$ cat config.mk
export PLATFORM = sky130hd
export DESIGN_NAME = oled_pixel_streamer
export DESIGN_NICKNAME = d
export VERILOG_FILES = /design/src/rtl/oled_pixel_streamer.sv
export SDC_FILE = /design/constraint.sdc
export NUM_CORES = 1
export LEC_CHECK = 0
export CORE_ASPECT_RATIO = 0.9
export CORE_MARGIN = 2
export CORE_UTILIZATION = 51
export DETAILED_ROUTE_END_ITERATION = 6
export PLACE_DENSITY = 0.79
export SETUP_SLACK_MARGIN = 0.2
export SYNTH_ARGS = -nofsm -noshare
export SYNTH_HDL_FRONTEND = slang
export SYNTH_SLANG_ARGS = --single-unit
$ cat constraint.sdc
create_clock -name clk -period 3 [get_ports clk]
set_input_delay 0.45 -clock clk [delete_from_list [all_inputs] [get_ports clk]]
set_output_delay 0.45 -clock clk [all_outputs]
set_load 0.03 [all_outputs]
$ cat src/rtl/oled_pixel_streamer.sv
// Frame-scan and serial-out engine for a WIDTHxHEIGHT RGB565 OLED: walks pixel_index, samples
// pixel_data and shifts each word out MSB-first on cs/sdin/sclk. Optional macro: OLED_BYTE_SWAP_EN.
module oled_pixel_streamer #(
   parameter int WIDTH     = 96,
   parameter int HEIGHT    = 64,
   parameter int FRAME_GAP = 16
) (
   input  logic        clk,
   input  logic        reset,
   input  logic        enable,
   input  logic [15:0] pixel_data,
   output logic        frame_begin,
   output logic        sending_pixels,
   output logic        sample_pixel,
   output logic [12:0] pixel_index,
   output logic        frame_done,
   output logic        cs,
   output logic        sdin,
   output logic        sclk,
   output logic [2:0]  dbg_state
);

   localparam int          NPIX     = WIDTH * HEIGHT;
   localparam logic [12:0] LAST_IDX = 13'(NPIX - 1);
   localparam int          CW       = (FRAME_GAP > 32) ? $clog2(FRAME_GAP) : 5;

   typedef enum logic [2:0] {
      S_IDLE,
      S_FRAME_START,
      S_SAMPLE,
      S_SHIFT,
      S_GAP
   } state_t;

   state_t        state;
   logic [14:0]   shreg;
   logic [CW-1:0] cnt;
   logic [15:0]   word;

   assign dbg_state = state;

`ifdef OLED_BYTE_SWAP_EN
   assign word = {pixel_data[7:0], pixel_data[15:8]};
`else
   assign word = pixel_data;
`endif

   // In SHIFT, cnt[4:1] counts bits already sent and cnt[0] is the sclk phase.
   // sdin is loaded one cycle ahead so it is settled for the whole low phase.
   always_ff @(posedge clk) begin
      if (reset) begin
         state          <= S_IDLE;
         cs             <= 1'b1;
         sclk           <= 1'b0;
         sdin           <= 1'b0;
         pixel_index    <= '0;
         frame_begin    <= 1'b0;
         sample_pixel   <= 1'b0;
         frame_done     <= 1'b0;
         sending_pixels <= 1'b0;
         shreg          <= '0;
         cnt            <= '0;
      end else begin
         frame_begin  <= 1'b0;
         sample_pixel <= 1'b0;
         frame_done   <= 1'b0;
         case (state)
            S_IDLE: begin
               if (enable) begin
                  state       <= S_FRAME_START;
                  frame_begin <= 1'b1;
                  pixel_index <= '0;
               end
            end
            S_FRAME_START: begin
               state          <= S_SAMPLE;
               sample_pixel   <= 1'b1;
               sending_pixels <= 1'b1;
               cs             <= 1'b0;
            end
            S_SAMPLE: begin
               state <= S_SHIFT;
               shreg <= word[14:0];
               sdin  <= word[15];
               cnt   <= '0;
            end
            S_SHIFT: begin
               cnt <= cnt + 1'b1;
               if (!cnt[0]) begin
                  sclk <= 1'b1;
               end else begin
                  sclk <= 1'b0;
                  if (cnt == CW'(31)) begin
                     if (pixel_index < LAST_IDX) begin
                        pixel_index  <= pixel_index + 13'd1;
                        state        <= S_SAMPLE;
                        sample_pixel <= 1'b1;
                     end else begin
                        state          <= S_GAP;
                        frame_done     <= 1'b1;
                        cs             <= 1'b1;
                        sending_pixels <= 1'b0;
                        cnt            <= '0;
                     end
                  end else begin
                     shreg <= {shreg[13:0], 1'b0};
                     sdin  <= shreg[14];
                  end
               end
            end
            S_GAP: begin
               if (cnt == CW'(FRAME_GAP - 1)) begin
                  cnt         <= '0;
                  pixel_index <= '0;
                  if (enable) begin
                     state       <= S_FRAME_START;
                     frame_begin <= 1'b1;
                  end else begin
                     state <= S_IDLE;
                  end
               end else begin
                  cnt <= cnt + 1'b1;
               end
            end
            default: state <= S_IDLE;
         endcase
      end
   end

endmodule
==> results of run 1 <==
-- kinds of logic (layout without fill, tap and decap cells) --
family          Yosys count  count (layout)
buf+inv                  24              59
simple gates            121             121
fa+ha+maj                 5               5
xor+xnor                  1               1
mux                       3               3
compound gates           59              59
flops                    43              43
-- worst paths after layout --
| path | from | endpoint | slack (ns) | depth (start not counted) |
|---|---|---|---|---|
| worst max-delay path | cnt[0] | pixel_index[8] | 0.52 | 8 |
| worst min-delay path | shreg[0] | shreg[1] | 0.48 | 2 |
| worst max register to register | cnt[0] | pixel_index[8] | 0.52 | 8 |
| worst min register to register | shreg[0] | shreg[1] | 0.48 | 2 |
-- state kept, by name (all words and copies together), names as in the netlist, 3 cells and up --
register	cells
pixel_index	13
dbg_state	3
shreg	15
cnt	5
-- cells in the mapped netlist, types with 2 or more instances --
| cell type | instances | area, µm² |
|---|---|---|
| a31oi_1 | 4 | 25.0 |
| buf_2 | 2 | 10.0 |
| mux2i_1 | 3 | 30.0 |
| clkbuf_1 | 12 | 45.0 |
| o22ai_1 | 2 | 12.5 |
| and2_1 | 5 | 31.3 |
| nand2b_1 | 2 | 12.5 |
| or2_2 | 2 | 12.5 |
| a311oi_1 | 16 | 140 |
| buf_6 | 4 | 45.0 |
| dfxtp_1 | 43 | 861 |
| nor2_1 | 34 | 128 |
| or3_1 | 6 | 37.5 |
| nor3_1 | 4 | 20.0 |
| ha_1 | 5 | 62.6 |
| o21ai_0 | 9 | 45.0 |
| nand2_1 | 44 | 165 |
| nand3b_1 | 3 | 22.5 |
| nand4_1 | 2 | 12.5 |
| inv_1 | 6 | 22.5 |
| nor2b_1 | 4 | 25.0 |
| and3_1 | 3 | 18.8 |
| a21oi_1 | 16 | 80.1 |
| nand3_1 | 6 | 30.0 |
| a211oi_1 | 2 | 15.0 |
-- final cells by class --
| class | count | area, µm² | area share |
|---|---|---|---|
| clock buffers | 6 | 82.6 | 0.0318 |
| clock inverters | 2 | 35.0 | 0.0135 |
| inverters | 6 | 22.5 | 0.00868 |
| multi-input cells | 189 | 1090 | 0.422 |
| flip-flops and latches | 43 | 861 | 0.332 |
| well taps | 46 | 57.6 | 0.0222 |
| repair buffers | 45 | 440 | 0.170 |
-- layer usage --
metal,vias to the layer above,GRT usage,part of all wire
met5,-,0,0
met4,0,0.0637,0.011
met3,6,0.0560,0.048
met2,47,0.295,0.45
met1,865,0.264,0.49
li1,974,-,-
-- cells in the final DEF (no fill, tap or decap), types with 2 or more instances in the layout --
cell type,synthesis,layout
o22ai_1,2,2
nand4_1,2,2
or2_2,2,2
mux2i_1,3,3
nand3_1,6,6
buf_4,0,4
ha_1,5,5
nor2b_1,4,4
clkdlybuf4s50_1,0,41
a31oi_1,4,4
nor2_1,34,34
clkbuf_8,0,6
a311oi_1,16,16
and3_1,3,3
dfxtp_1,43,43
a211oi_1,2,2
o21ai_0,9,9
nand2b_1,2,2
inv_1,6,6
or3_1,6,6
and2_1,5,5
nand3b_1,3,3
a21oi_1,16,16
nor3_1,4,4
nand2_1,44,44
-- worst max-delay path, cell delays in order, from the launching register on --
cell     delay (ns)
dfxtp_1        0.48
ha_1           0.23
and3_1         0.22
ha_1           0.21
mux2i_1        0.10
o22a_1         0.29
a31o_4         0.28
or4_1          0.47
a21oi_1        0.14
-- power by group through the flow --
stage / Sequential [W] / Clock [W] / Combinational, W
2_1_floorplan: 0.000650 / 0 / 0.000117
3_3_place_gp: 0.000639 / 0 / 0.000186
3_5_place_dp: 0.000639 / 0 / 0.000190
4_1_cts: 0.000626 / 0.000478 / 0.000191
5_1_grt: 0.000631 / 0.000503 / 0.000211
6_report: 0.000626 / 0.000472 / 0.000189
-- through the flow --
| step | instance area [µm²] | cells | total power, W |
|---|---|---|---|
| global placement | 2480 | 329 | 0.000825 |
| floorplan | 2070 | 256 | 0.000767 |
| global route | 2590 | 337 | 0.00134 |
| detailed placement | 2480 | 329 | 0.000829 |
| finish | 2590 | 337 | 0.00129 |
| CTS | 2590 | 337 | 0.00129 |
==> out/summary.txt, run 1 <==
EDFF count, synth -> 0
Max-Cap Viols -> 0
# IOs -> 42
vias per cell -> 5.61
vias after detailed routing -> 1892
RSZ-0062 raised after global routing -> false
GRT Util Overall -> 0.194
Die X -> 71.2 µm
WP data arrival -> 2.71 ns
wire per inst -> 13.0 µm
clock share of power -> 0.367
CTS Buf Count -> 5
CP endpoint kind -> register
Tightest Pin Transition -> 0.621 ns
Initial Util -> 0.544
Longest Clk Path Bufs -> 2
syn_nets -> 280
share of post-route cells with drive strength above 1 -> 0.0653
Flop pwr share -> 0.487
Yosys warning count -> 0
smallest setup slack after layout -> 0.522 ns
Routed Antenna Nets -> 0
Rows -> 21
dpl ws -> 0.578 ns
cells after synthesis -> 256
Slew headroom -> 0.584
CTS Sinks -> 43
clk root buf -> clkbuf_8
Iteration-0 DRC Markers -> 108
Final Cycle Share -> 0.826
Synth Area in Compound Gates -> 0.207
Switching Share -> 0.256
combinational fraction of design power -> 0.147
Die Height -> 64.5 µm
Max Fclk -> 404 MHz
Post-Syn Area -> 2070 µm²
Worst Setup Path Type -> register to register
clk_lat worst skew -> 0.30 ns
fin util -> 0.681
Detailed Route WL -> 4370 µm
first-pass GRT wire length -> 7270 µm
async set or reset register ratio after synthesis -> 0
postcts setup bufs -> 0
Most used DFF post-synth -> dfxtp_1
post-synthesis cell type count -> 42
Synth Area in Simple Gates -> 0.270
number of remaining DRC errors -> 0
clk slew on worst S/H paths -> 0.08 ns
Port Buf Inserts -> 41
Setup TNS -> 0 ns
proportion of synthesized area in mux cells -> 0.0145
# diodes -> 0
hold crit path type -> register to register
Synth Register Bits -> 43
Slew Viols, Final -> 0
Area growth syn-to-layout -> 25.0%
Fin. Hold Viols -> 0
sw power -> 0.000329 W
initial antenna violation count -> 0
Placer Congestion -> 0.872
vias in the first global route -> 1624
hold_ws -> 0.478 ns
Pleak -> 0.943 nW
largest net degree at the start of global routing -> 32
Final min period -> 2.48 ns
sequential share of the synthesized area -> 0.415
die area -> 4590 µm²
critical path data required time -> 3.23 ns
cts hold-fix bufs -> 0
Adder-Cell Fraction of Synth Area -> 0.0302
largest family of logic cells by synthesized area -> simple AND/OR/NAND/NOR gates
synthesized area per cell -> 8.10 µm²
CTS tree -> built
Crit Path Max Fanout -> 15
Synth Area in XOR/XNOR -> 0.00422
internal cell power -> 0.000957 W
Resize count post-CTS -> 0
GRT Residual Overflow -> 0
Pwr Density -> 496 nW/µm²
DPL Wire Length -> 3090 µm
Layout Nets -> 314
peak supply drop -> 0.000324 V
drt first pass iters -> 4
H-tree Lvls -> 2
clk_skew -> 0.00581 ns
Core ar. -> 3810 µm²
# setup viols final -> 0
outcome -> completed
Filler Cells Inserted -> 333
Startpoint Class -> register
Note: power is estimated with default switching activity, not from simulation.
==> run 2: changes to the inputs <==
--- a/config.mk
+++ b/config.mk
@@ -7,9 +7,9 @@
 export LEC_CHECK = 0
 export CORE_ASPECT_RATIO = 0.9
 export CORE_MARGIN = 2
-export CORE_UTILIZATION = 51
+export CORE_UTILIZATION = 46
 export DETAILED_ROUTE_END_ITERATION = 6
-export PLACE_DENSITY = 0.79
+export PLACE_DENSITY = 0.76
 export SETUP_SLACK_MARGIN = 0.2
 export SYNTH_ARGS = -nofsm -noshare
 export SYNTH_HDL_FRONTEND = slang
==> constraint.sdc (replaced) <==
create_clock -name clk -period 2.1 [get_ports clk]
set_input_delay 0.315 -clock clk [delete_from_list [all_inputs] [get_ports clk]]
set_output_delay 0.315 -clock clk [all_outputs]
set_load 0.03 [all_outputs]
==> out/summary.txt, run 2 (synthesized netlist as in run 1, its figures left out) <==
die area -> 5060 µm²
# IOs -> 42
DPL Wire Length -> 3250 µm
Initial Util -> 0.471
Die Height -> 67.7 µm
Max-Cap Viols -> 0
Max Fclk -> 497 MHz
Detailed Route WL -> 5180 µm
vias after detailed routing -> 2012
Setup TNS -> 0 ns
Iteration-0 DRC Markers -> 88
Largest delay share family, worst path -> simple AND/OR/NAND/NOR gates
share of post-route cells with drive strength above 1 -> 0.190
crit path from -> cnt[1]
clk root buf -> clkbuf_8
largest net degree at the start of global routing -> 32
Startpoint Class -> register
Area growth syn-to-layout -> 38.8%
Slew headroom -> 0.769
Longest Clk Path Bufs -> 2
Routed Antenna Nets -> 0
H-tree Lvls -> 2
r2r startpoint -> cnt[1]
clk slew on worst S/H paths -> 0.08 ns
commonest cells after routing, fill and taps aside -> nand2_1 (43), clkdlybuf4s50_1 (41), dfxtp_1 (40)
Endpoint, Worst Hold -> shreg[5]
CP Buf/Inv Count -> 0
Placer Congestion -> 0.810
Filler Cells Inserted -> 360
# diodes -> 0
Biggest register -> shreg
sw power -> 0.000500 W
CTS tree -> built
Flop pwr share -> 0.507
Layout Nets -> 329
Slew Viols, Final -> 0
Final min period -> 2.01 ns
Core ar. -> 4400 µm²
internal cell power -> 0.00125 W
WP data arrival -> 2.26 ns
Worst Setup Path Type -> register to register
clock share of power -> 0.300
peak supply drop -> 0.000397 V
cell with the most instances on the worst path -> ha_4
# setup viols final -> 0
CTS Sinks -> 43
Die X -> 74.8 µm
multi-input logic area -> 1270 µm²
clk_skew -> 0.00789 ns
initial antenna violation count -> 0
GRT Util Overall -> 0.208
Crit-path slowest cell -> or4_4
combinational fraction of design power -> 0.193
max FFs per register -> 15
Fin. Hold Viols -> 0
Register Area -> 867 µm²
CTS Buf Count -> 5
r2r worst-path depth -> 8
RR Endpoint -> pixel_index[8]
hold_sp -> shreg[4]
cts hold-fix bufs -> 0
Tightest Pin Transition -> 0.345 ns
drt first pass iters -> 4
top flop regs -> shreg x15, pixel_index x13, cnt x5
Cell Chain, Critical Path -> ha_4, and3_4, ha_4, mux2i_4, o22a_4, a31o_4, or4_4, a21oi_2
clk_lat worst skew -> 0.30 ns
Rows -> 23
total power -> 0.00175 W
critical path data required time -> 2.34 ns
CP endpoint kind -> register
Pleak -> 1.02 nW
r2r setup slk -> 0.09 ns
hold path depth -> 2
hold crit path type -> register to register
Crit Path Max Fanout -> 8
Largest stage delay, worst path -> 0.42 ns
Final Cycle Share -> 0.958
RSZ-0062 raised after global routing -> true
vias in the first global route -> 1745
Switching Share -> 0.286
commonest non-fill, non-tap cell in the layout -> nand2_1
GRT Residual Overflow -> 0
outcome -> completed
wire per inst -> 14.1 µm
vias per cell -> 5.47
number of remaining DRC errors -> 0
first-pass GRT wire length -> 8000 µm
Pwr Density -> 608 nW/µm²
Port Buf Inserts -> 41
==> run 2: routing by layer <==
layer  vias up  routed length (µm)  part of all wire  GRT usage
li1       1007                   -                 -          -
met1       953                2330              0.45      0.274
met2        41                2530              0.49      0.331
met3        11                 202             0.039     0.0403
met4         0                 127             0.024     0.0871
met5         -                   0                 0          0
==> run 2: power groups by stage <==
stage	logic, W	registers, W	clock network (W)
6_report	0.000338	0.000887	0.000525
5_1_grt	0.000370	0.000893	0.000568
4_1_cts	0.000317	0.000886	0.000539
3_5_place_dp	0.000303	0.000904	0
3_3_place_gp	0.000298	0.000903	0
2_1_floorplan	0.000169	0.000929	0
==> run 2: worst max-delay path by stage <==
| stage | end | slack (ns) | cells past startpoint |
|---|---|---|---|
| 2_1_floorplan | pixel_index[10] | 0.12 | 9 |
| 3_3_place_gp | pixel_index[8] | 0.04 | 6 |
| 3_5_place_dp | pixel_index[8] | 0.02 | 6 |
| 4_1_cts | pixel_index[8] | 0.06 | 8 |
| 5_1_grt | pixel_index[8] | 0.03 | 8 |
| 6_report | pixel_index[8] | 0.09 | 8 |
==> run 2: final cells by class <==
cell class | count | share of cell area
multi-input combinational | 190 | 0.441
clock buffer | 6 | 0.0252
timing repair buffer | 59 | 0.194
sequential | 43 | 0.301
tap | 62 | 0.0269
clock inverter | 2 | 0.00391
inverter | 6 | 0.00782
==> run 2: repair_timing <==
| action | in CTS | in global routing |
|---|---|---|
| pin swaps | 11 | 8 |
| buffers inserted | 4 | 2 |
| endpoints found under the setup margin | 13 | 30 |
| resized for setup | 11 | 23 |
| cloned | 1 | 0 |
==> run 2: metrics by stage <==
stage                     setup WS (ns)   util  std cells  instance area, µm²  hold slack (ns)
after floorplan                   0.123      -        256                2110            0.439
after global placement           0.0390  0.591        353                2600            0.458
after detailed placement         0.0150  0.591        353                2600            0.467
after CTS                        0.0582  0.628        366                2760            0.479
after global routing             0.0259  0.654        368                2880            0.495
final                            0.0888  0.654        368                2880            0.478
==> run 2: worst reg2reg max path, stage by stage (launching register included) <==
cell     delay (ns)
dfxtp_2        0.37
ha_4           0.13
and3_4         0.22
ha_4           0.15
mux2i_4        0.07
o22a_4         0.25
a31o_4         0.24
or4_4          0.42
a21oi_2        0.12
